===== src/rtl/hr_interval_averager_if.sv =====
// Beat-interval averager port bundle: sample/peak inputs in,
// smoothed heart-rate and status outputs back.
interface hr_interval_averager_if #(
    parameter int CNT_W = 11
);
    logic             sample_tick;
    logic             peak;
    logic [7:0]       bpm;
    logic             bpm_valid;
    logic             locked;
    logic             beat_rejected;
    logic [CNT_W-1:0] interval;

    modport master (
        output sample_tick, peak,
        input  bpm, bpm_valid, locked, beat_rejected, interval
    );

    modport slave (
        input  sample_tick, peak,
        output bpm, bpm_valid, locked, beat_rejected, interval
    );
endinterface


===== src/rtl/hr_interval_averager.sv =====
// Beat-to-beat interval averager: validates peak intervals, keeps a
// window of accepted intervals and divides them into a smoothed BPM.
module hr_interval_averager #(
    parameter int FS_HZ        = 100,
    parameter int MIN_INTERVAL = 30,
    parameter int MAX_INTERVAL = 300,
    parameter int AVG_LOG2     = 2,
    parameter int CNT_W        = 11
) (
    input logic             clock,
    input logic             reset,
    hr_interval_averager_if.slave bus
);
    localparam int N      = 1 << AVG_LOG2;
    localparam int SUM_W  = CNT_W + AVG_LOG2;
    localparam int FILL_W = AVG_LOG2 + 1;
    localparam logic [15:0] K = 16'(60 * FS_HZ);

    typedef enum logic [2:0] {
        IDLE,
        MEASURE,
        UPDATE,
        DIVIDE,
        DONE
    } state_t;

    state_t              state_q, state_d;
    logic                peak_q, peak_d;
    logic [CNT_W-1:0]    cnt_q, cnt_d;
    logic                pend_q, pend_d;
    logic [CNT_W-1:0]    pend_iv_q, pend_iv_d;
    logic [CNT_W-1:0]    cap_q, cap_d;
    logic [CNT_W-1:0]    hist_q [N];
    logic [CNT_W-1:0]    hist_d [N];
    logic [AVG_LOG2-1:0] wp_q, wp_d;
    logic [SUM_W-1:0]    sum_q, sum_d;
    logic [FILL_W-1:0]   fill_q, fill_d;
    logic [15:0]         num_q, num_d;
    logic [SUM_W-1:0]    rem_q, rem_d;
    logic [SUM_W-1:0]    den_q, den_d;
    logic [3:0]          step_q, step_d;
    logic [7:0]          bpm_q, bpm_d;
    logic                bpm_valid_q, bpm_valid_d;
    logic                locked_q, locked_d;
    logic                rej_q, rej_d;
    logic [CNT_W-1:0]    interval_q, interval_d;

    logic                beat;
    logic                ev;
    logic                timeout;
    logic [CNT_W-1:0]    cnt_inc;
    logic [CNT_W-1:0]    ev_iv;
    logic [SUM_W-1:0]    evict;
    logic [SUM_W-1:0]    sum_nx;
    logic [FILL_W-1:0]   fill_nx;
    logic [SUM_W:0]      trial;
    logic [SUM_W-1:0]    diff;

    always_comb begin
        state_d     = state_q;
        peak_d      = bus.peak;
        cnt_d       = cnt_q;
        pend_d      = pend_q;
        pend_iv_d   = pend_iv_q;
        cap_d       = cap_q;
        hist_d      = hist_q;
        wp_d        = wp_q;
        sum_d       = sum_q;
        fill_d      = fill_q;
        num_d       = num_q;
        rem_d       = rem_q;
        den_d       = den_q;
        step_d      = step_q;
        bpm_d       = bpm_q;
        bpm_valid_d = 1'b0;
        locked_d    = locked_q;
        rej_d       = 1'b0;
        interval_d  = interval_q;

        beat    = bus.peak & ~peak_q;
        cnt_inc = cnt_q + CNT_W'(bus.sample_tick);
        timeout = cnt_inc > CNT_W'(MAX_INTERVAL);
        // A beat latched while busy is serviced ahead of any live edge
        ev      = pend_q | beat;
        ev_iv   = pend_q ? pend_iv_q : cnt_inc;
        evict   = (fill_q == FILL_W'(N)) ? SUM_W'(hist_q[wp_q]) : '0;
        sum_nx  = sum_q - evict + SUM_W'(cap_q);
        fill_nx = (fill_q == FILL_W'(N)) ? fill_q : fill_q + 1'b1;
        trial   = {rem_q, num_q[15]};
        diff    = trial[SUM_W-1:0] - den_q;

        if (state_q inside {UPDATE, DIVIDE, DONE}) begin
            cnt_d = cnt_inc;
            if (beat && !pend_q) begin
                pend_d    = 1'b1;
                pend_iv_d = cnt_inc;
            end
        end

        unique case (state_q)
            IDLE: begin
                cnt_d = '0;
                if (beat) begin
                    state_d = MEASURE;
                end
            end
            MEASURE: begin
                cnt_d  = cnt_inc;
                pend_d = 1'b0;
                if (timeout) begin
                    state_d  = IDLE;
                    cnt_d    = '0;
                    for (int i = 0; i < N; i++) begin
                        hist_d[i] = '0;
                    end
                    wp_d     = '0;
                    sum_d    = '0;
                    fill_d   = '0;
                    bpm_d    = '0;
                    locked_d = 1'b0;
                end else if (ev) begin
                    if (ev_iv < CNT_W'(MIN_INTERVAL)) begin
                        rej_d = 1'b1;
                    end else begin
                        cap_d   = ev_iv;
                        cnt_d   = '0;
                        state_d = UPDATE;
                    end
                end
            end
            UPDATE: begin
                hist_d[wp_q] = cap_q;
                wp_d         = wp_q + AVG_LOG2'(1);
                sum_d        = sum_nx;
                fill_d       = fill_nx;
                locked_d     = fill_nx == FILL_W'(N);
                interval_d   = cap_q;
                num_d        = K * 16'(fill_nx);
                den_d        = sum_nx;
                rem_d        = '0;
                step_d       = '0;
                state_d      = DIVIDE;
            end
            DIVIDE: begin
                // Restoring step; quotient bits shift into num from the LSB
                if (trial >= {1'b0, den_q}) begin
                    rem_d = diff;
                    num_d = {num_q[14:0], 1'b1};
                end else begin
                    rem_d = trial[SUM_W-1:0];
                    num_d = {num_q[14:0], 1'b0};
                end
                step_d = step_q + 4'd1;
                if (step_q == 4'd15) begin
                    state_d = DONE;
                end
            end
            DONE: begin
                bpm_d       = (|num_q[15:8]) ? 8'hff : num_q[7:0];
                bpm_valid_d = 1'b1;
                state_d     = MEASURE;
            end
            default: begin
                state_d = IDLE;
            end
        endcase
    end

    always_ff @(posedge clock) begin
        if (reset) begin
            state_q     <= IDLE;
            peak_q      <= 1'b0;
            cnt_q       <= '0;
            pend_q      <= 1'b0;
            pend_iv_q   <= '0;
            cap_q       <= '0;
            for (int i = 0; i < N; i++) begin
                hist_q[i] <= '0;
            end
            wp_q        <= '0;
            sum_q       <= '0;
            fill_q      <= '0;
            num_q       <= '0;
            rem_q       <= '0;
            den_q       <= '0;
            step_q      <= '0;
            bpm_q       <= '0;
            bpm_valid_q <= 1'b0;
            locked_q    <= 1'b0;
            rej_q       <= 1'b0;
            interval_q  <= '0;
        end else begin
            state_q     <= state_d;
            peak_q      <= peak_d;
            cnt_q       <= cnt_d;
            pend_q      <= pend_d;
            pend_iv_q   <= pend_iv_d;
            cap_q       <= cap_d;
            hist_q      <= hist_d;
            wp_q        <= wp_d;
            sum_q       <= sum_d;
            fill_q      <= fill_d;
            num_q       <= num_d;
            rem_q       <= rem_d;
            den_q       <= den_d;
            step_q      <= step_d;
            bpm_q       <= bpm_d;
            bpm_valid_q <= bpm_valid_d;
            locked_q    <= locked_d;
            rej_q       <= rej_d;
            interval_q  <= interval_d;
        end
    end

    assign bus.bpm           = bpm_q;
    assign bus.bpm_valid     = bpm_valid_q;
    assign bus.locked        = locked_q;
    assign bus.beat_rejected = rej_q;
    assign bus.interval      = interval_q;
endmodule


===== src/flat_wrapper.sv =====
// flat-port wrapper written by rule: the top's interface ports become plain ports
module hr_interval_averager_flat 
#(
    parameter int FS_HZ        = 100,
    parameter int MIN_INTERVAL = 30,
    parameter int MAX_INTERVAL = 300,
    parameter int AVG_LOG2     = 2,
    parameter int CNT_W        = 11
)
  (clock, reset, bus_sample_tick, bus_peak, bus_bpm, bus_bpm_valid, bus_locked, bus_beat_rejected, bus_interval);
  hr_interval_averager_if #(.CNT_W(CNT_W)) bus_i ();
  input logic clock;
  input logic reset;
  input wire logic [$bits(bus_i.sample_tick)-1:0] bus_sample_tick;
  input wire logic [$bits(bus_i.peak)-1:0] bus_peak;
  output wire logic [$bits(bus_i.bpm)-1:0] bus_bpm;
  output wire logic [$bits(bus_i.bpm_valid)-1:0] bus_bpm_valid;
  output wire logic [$bits(bus_i.locked)-1:0] bus_locked;
  output wire logic [$bits(bus_i.beat_rejected)-1:0] bus_beat_rejected;
  output wire logic [$bits(bus_i.interval)-1:0] bus_interval;
  assign bus_i.sample_tick = bus_sample_tick;
  assign bus_i.peak = bus_peak;
  assign bus_bpm = bus_i.bpm;
  assign bus_bpm_valid = bus_i.bpm_valid;
  assign bus_locked = bus_i.locked;
  assign bus_beat_rejected = bus_i.beat_rejected;
  assign bus_interval = bus_i.interval;
  hr_interval_averager #(.FS_HZ(FS_HZ), .MIN_INTERVAL(MIN_INTERVAL), .MAX_INTERVAL(MAX_INTERVAL), .AVG_LOG2(AVG_LOG2), .CNT_W(CNT_W)) u_core (.clock(clock), .reset(reset), .bus(bus_i));
endmodule

===== config.mk =====
export PLATFORM = sky130hd
export DESIGN_NAME = hr_interval_averager_flat
export DESIGN_NICKNAME = d
export VERILOG_FILES = /design/src/rtl/hr_interval_averager_if.sv /design/src/rtl/hr_interval_averager.sv /design/src/flat_wrapper.sv
export SDC_FILE = /design/constraint.sdc
export NUM_CORES = 1
export LEC_CHECK = 0
export BUFFER_PORTS_ARGS = -buffer_cell sky130_fd_sc_hd__buf_2
export CORE_ASPECT_RATIO = 0.7
export CORE_MARGIN = 1
export CORE_UTILIZATION = 43
export CTS_BUF_LIST = sky130_fd_sc_hd__clkbuf_16
export CTS_CLUSTER_SIZE = 16
export DETAILED_ROUTE_END_ITERATION = 10
export GPL_TIMING_DRIVEN = 0
export SKIP_CTS_REPAIR_TIMING = 1
export SYNTH_ARGS = -nofsm -noshare
export SYNTH_HDL_FRONTEND = slang
export SYNTH_SLANG_ARGS = --single-unit

===== constraint.sdc =====
create_clock -name clock -period 4.89 [get_ports clock]
set_input_delay 0.7335 -clock clock [delete_from_list [all_inputs] [get_ports clock]]
set_output_delay 0.7335 -clock clock [all_outputs]
set_load 0.005 [all_outputs]

==> impl_metrics.tcl <==
set metrics [dict create \
    outcome "completed" \
    place_congestion 0.866 \
    switchingPower_mw 0.651 \
    grt_pass1_wl_mm 39.8 \
    synth-edff-count 0 \
    cts.clk_slew.worst_paths_ns 0.07 \
    synth.most_common_cell "dfxtp_1" \
    dr.pass1.iters 5 \
    overflow 0 \
    synthArstFlopShare_pct 0 \
    final-max-slew-violation-count 0 \
    track_usage_pct 24.1 \
    syn_nets 1127 \
    drc 0 \
    tightest_slew_ns 0.850 \
    fmax_mhz 230 \
    synth-xor-area-share_pct 3.12 \
    multi_input_area_um2 5050 \
    wl_mm 24.9 \
    fp.dieW_um 175 \
    die_h_um 123 \
    ant_nets 0 \
    core_um2 20100 \
    num_vias 7812 \
    fillers 1971 \
    setup_tns_ns 0 \
    tritoncts "done" \
    crit_required_ns 5.21 \
    ys_types 63 \
    maxCapViolations 0 \
    final.period_utilization_pct 89.1 \
    start_kind "register" \
    row_count 43 \
    cp-end-kind "register" \
    synth-compound-area-share_pct 21.7 \
    regArea_um2 3360 \
    num_antenna_cells 0 \
    ctsHtreeMaxLevel 4 \
    cts.sinks 168 \
    final-setup-viol-count 0 \
    area_delta_synth_final_pct 11.4 \
    ys_top_cells_by_count "168 x dfxtp_1, 121 x nand2_1, 88 x nor2_1, 83 x a21oi_1, 81 x inv_1" \
    clock_path_buffers 2 \
    ys_warn_count 0 \
    rsz0062_at_grt "no" \
    detailed_place_hpwl_mm 18.2 \
    nNetsFinal 1171 \
    synthMuxAreaShare_pct 3.54 \
    postSynthAreaPerCell_um2 8.44 \
    antenna_found_initial 0 \
    cts_buffers 17 \
    switching_share_pct 23.4 \
    p_leak_nw 3.67 \
    holdWs_ns 0.454 \
    cp_max_fo 10 \
    clk_latency_ns 0.44 \
    powerDensity_nw_per_um2 278 \
    vias_per_cell 5.62 \
    critical_path_class "reg2reg" \
    initial_core_util_pct 44.6 \
    p_int_mw 2.13 \
    fin_skew_ns 0.00742 \
    clkPwrFrac_pct 47.8 \
    grt_pass1_vias 7151 \
    drive_gt1_share_pct 8.12 \
    irDropWorstVdd_mv 0.238 \
    p_seq_share_pct 49.3 \
    synthCells 1064 \
    hold_violations 0 \
    dominantRegCellSynth "dfxtp_1" \
    yosysSeqAreaShare_pct 37.5 \
    place.port_buffers 25 \
    io_pins 26 \
    synth.area.top_cells "dfxtp_1 37%, ha_1 6.3%, nand2_1 5.1%" \
    drt-initial-drc-count 728 \
    synth-simple-area-share_pct 18.5 \
    synth_top_area_share_pct 37.5 \
    syn-cell-area_um2 8980 \
    die_area_um2 21500 \
    root_buffer "clkbuf_16" \
    grt_max_degree 17 \
    arrival_ns 4.67 \
    synth_top_family_by_area "compound AO/OA/AOI/OAI gates" \
    wire_per_inst_um 17.9 \
    slew-limit-headroom_pct 43.0 \
    yosysTopAreaCell "dfxtp_1" \
    finalCriticalPeriod_ns 4.36 \
    p_comb_share_pct 2.9 \
    hold_class "reg2reg" \
    ys_ff_latch 168 \
    yosys.area_share.adder_pct 9.39 \
]
## critical path, cell delays in order (launching register included)
cell and delay (ns):
dfxtp_1 0.52, buf_1 0.66, mux4_2 0.62, nor2b_1 0.16
fa_1 0.50, inv_1 0.04, ha_1 0.32, o21ai_0 0.12
o21ai_0 0.15, a21oi_1 0.22, o21ai_0 0.19, o41ai_1 0.38
xor2_1 0.26, o21ai_0 0.11
## routing by layer
layer,vias up,share of wire [%],global-route usage (%)
met3,20,6.1,3.78
met4,0,0.93,5.87
met1,3723,53,37.3
met2,213,40,34.4
li1,3856,-,-
met5,-,0,0
## cells in the final DEF, fill, tap and decap left out, types with 10 or more instances in the layout
master	synthesis	final
a211oi_1	19	19
a21o_1	10	10
a21oi_1	83	83
a22o_1	44	44
a31oi_1	13	13
buf_2	9	34
clkbuf_1	46	46
clkbuf_16	0	17
dfxtp_1	168	168
fa_1	14	14
ha_1	45	45
inv_1	81	84
mux4_2	11	11
nand2_1	121	121
nand3_1	37	37
nor2_1	88	88
nor2b_1	15	15
nor3_1	35	35
o211ai_1	26	26
o21ai_0	40	40
xnor2_1	18	18
xor2_1	14	14
## final cells by class
class	count	area share, %
timing repair buffer	25	1.25
buffer	63	2.63
sequential	168	33.6
clock inverter	15	1.38
tap	270	3.38
multi-input combinational	751	50.4
clock buffer	17	4.25
inverter	82	3.08
## power groups by stage
stage          logic [mW]  registers (mW)  clock network (mW)
3_5_place_dp       0.0780            1.40                   0
4_1_cts            0.0782            1.37                1.35
3_3_place_gp       0.0785            1.40                   0
2_1_floorplan      0.0485            1.40                   0
6_report           0.0797            1.37                1.33
5_1_grt            0.0842            1.37                1.41
## stage by stage
step | setup slack (ns) | cells | power (mW) | util (%) | cell area, um^2
after global routing | 0.141 | 1391 | 2.86 | 49.7 | 10000
after detailed placement | 0.506 | 1359 | 1.48 | 46.9 | 9440
after global placement | 0.546 | 1359 | 1.48 | 46.9 | 9440
final | 0.535 | 1391 | 2.78 | 49.7 | 10000
after floorplan | 1.16 | 1064 | 1.45 | - | 8980
after CTS | 0.489 | 1391 | 2.80 | 49.7 | 10000
## logic make-up (layout without fill, tap and decap cells)
kind of cell,Yosys count,in the layout
xor gates and xnor gates,32,32
DFF,168,168
adders and majority gates,59,59
muxes,18,18
buffers and inverters,145,202
and+or+nand+nor,356,356
AOI/OAI and AO/OA,286,286
## worst paths after layout
path,start,to,slack (ns),depth (start not counted)
setup / recovery,u_core.wp_q[0],u_core.den_q[11],0.53,13
setup reg to reg,u_core.wp_q[0],u_core.den_q[11],0.53,13
hold reg to reg,u_core.bus.interval[3],u_core.bus.interval[3],0.45,2
hold / removal,u_core.bus.interval[3],u_core.bus.interval[3],0.45,2
## state kept, by name, summed over array words and instances, names as in the netlist, 2 cells and up
signal,count
u_core.den_q,13
u_core.bus.interval,11
u_core.wp_q,2
u_core.hist_q,44
u_core.bus.bpm,8
u_core.state_q,3
u_core.sum_q,13
u_core.fill_q,3
u_core.rem_q,13
u_core.num_q,16
u_core.step_q,4
u_core.cnt_q,11
u_core.cap_q,11
u_core.pend_iv_q,11
Power figures use the tool's default switching activity.
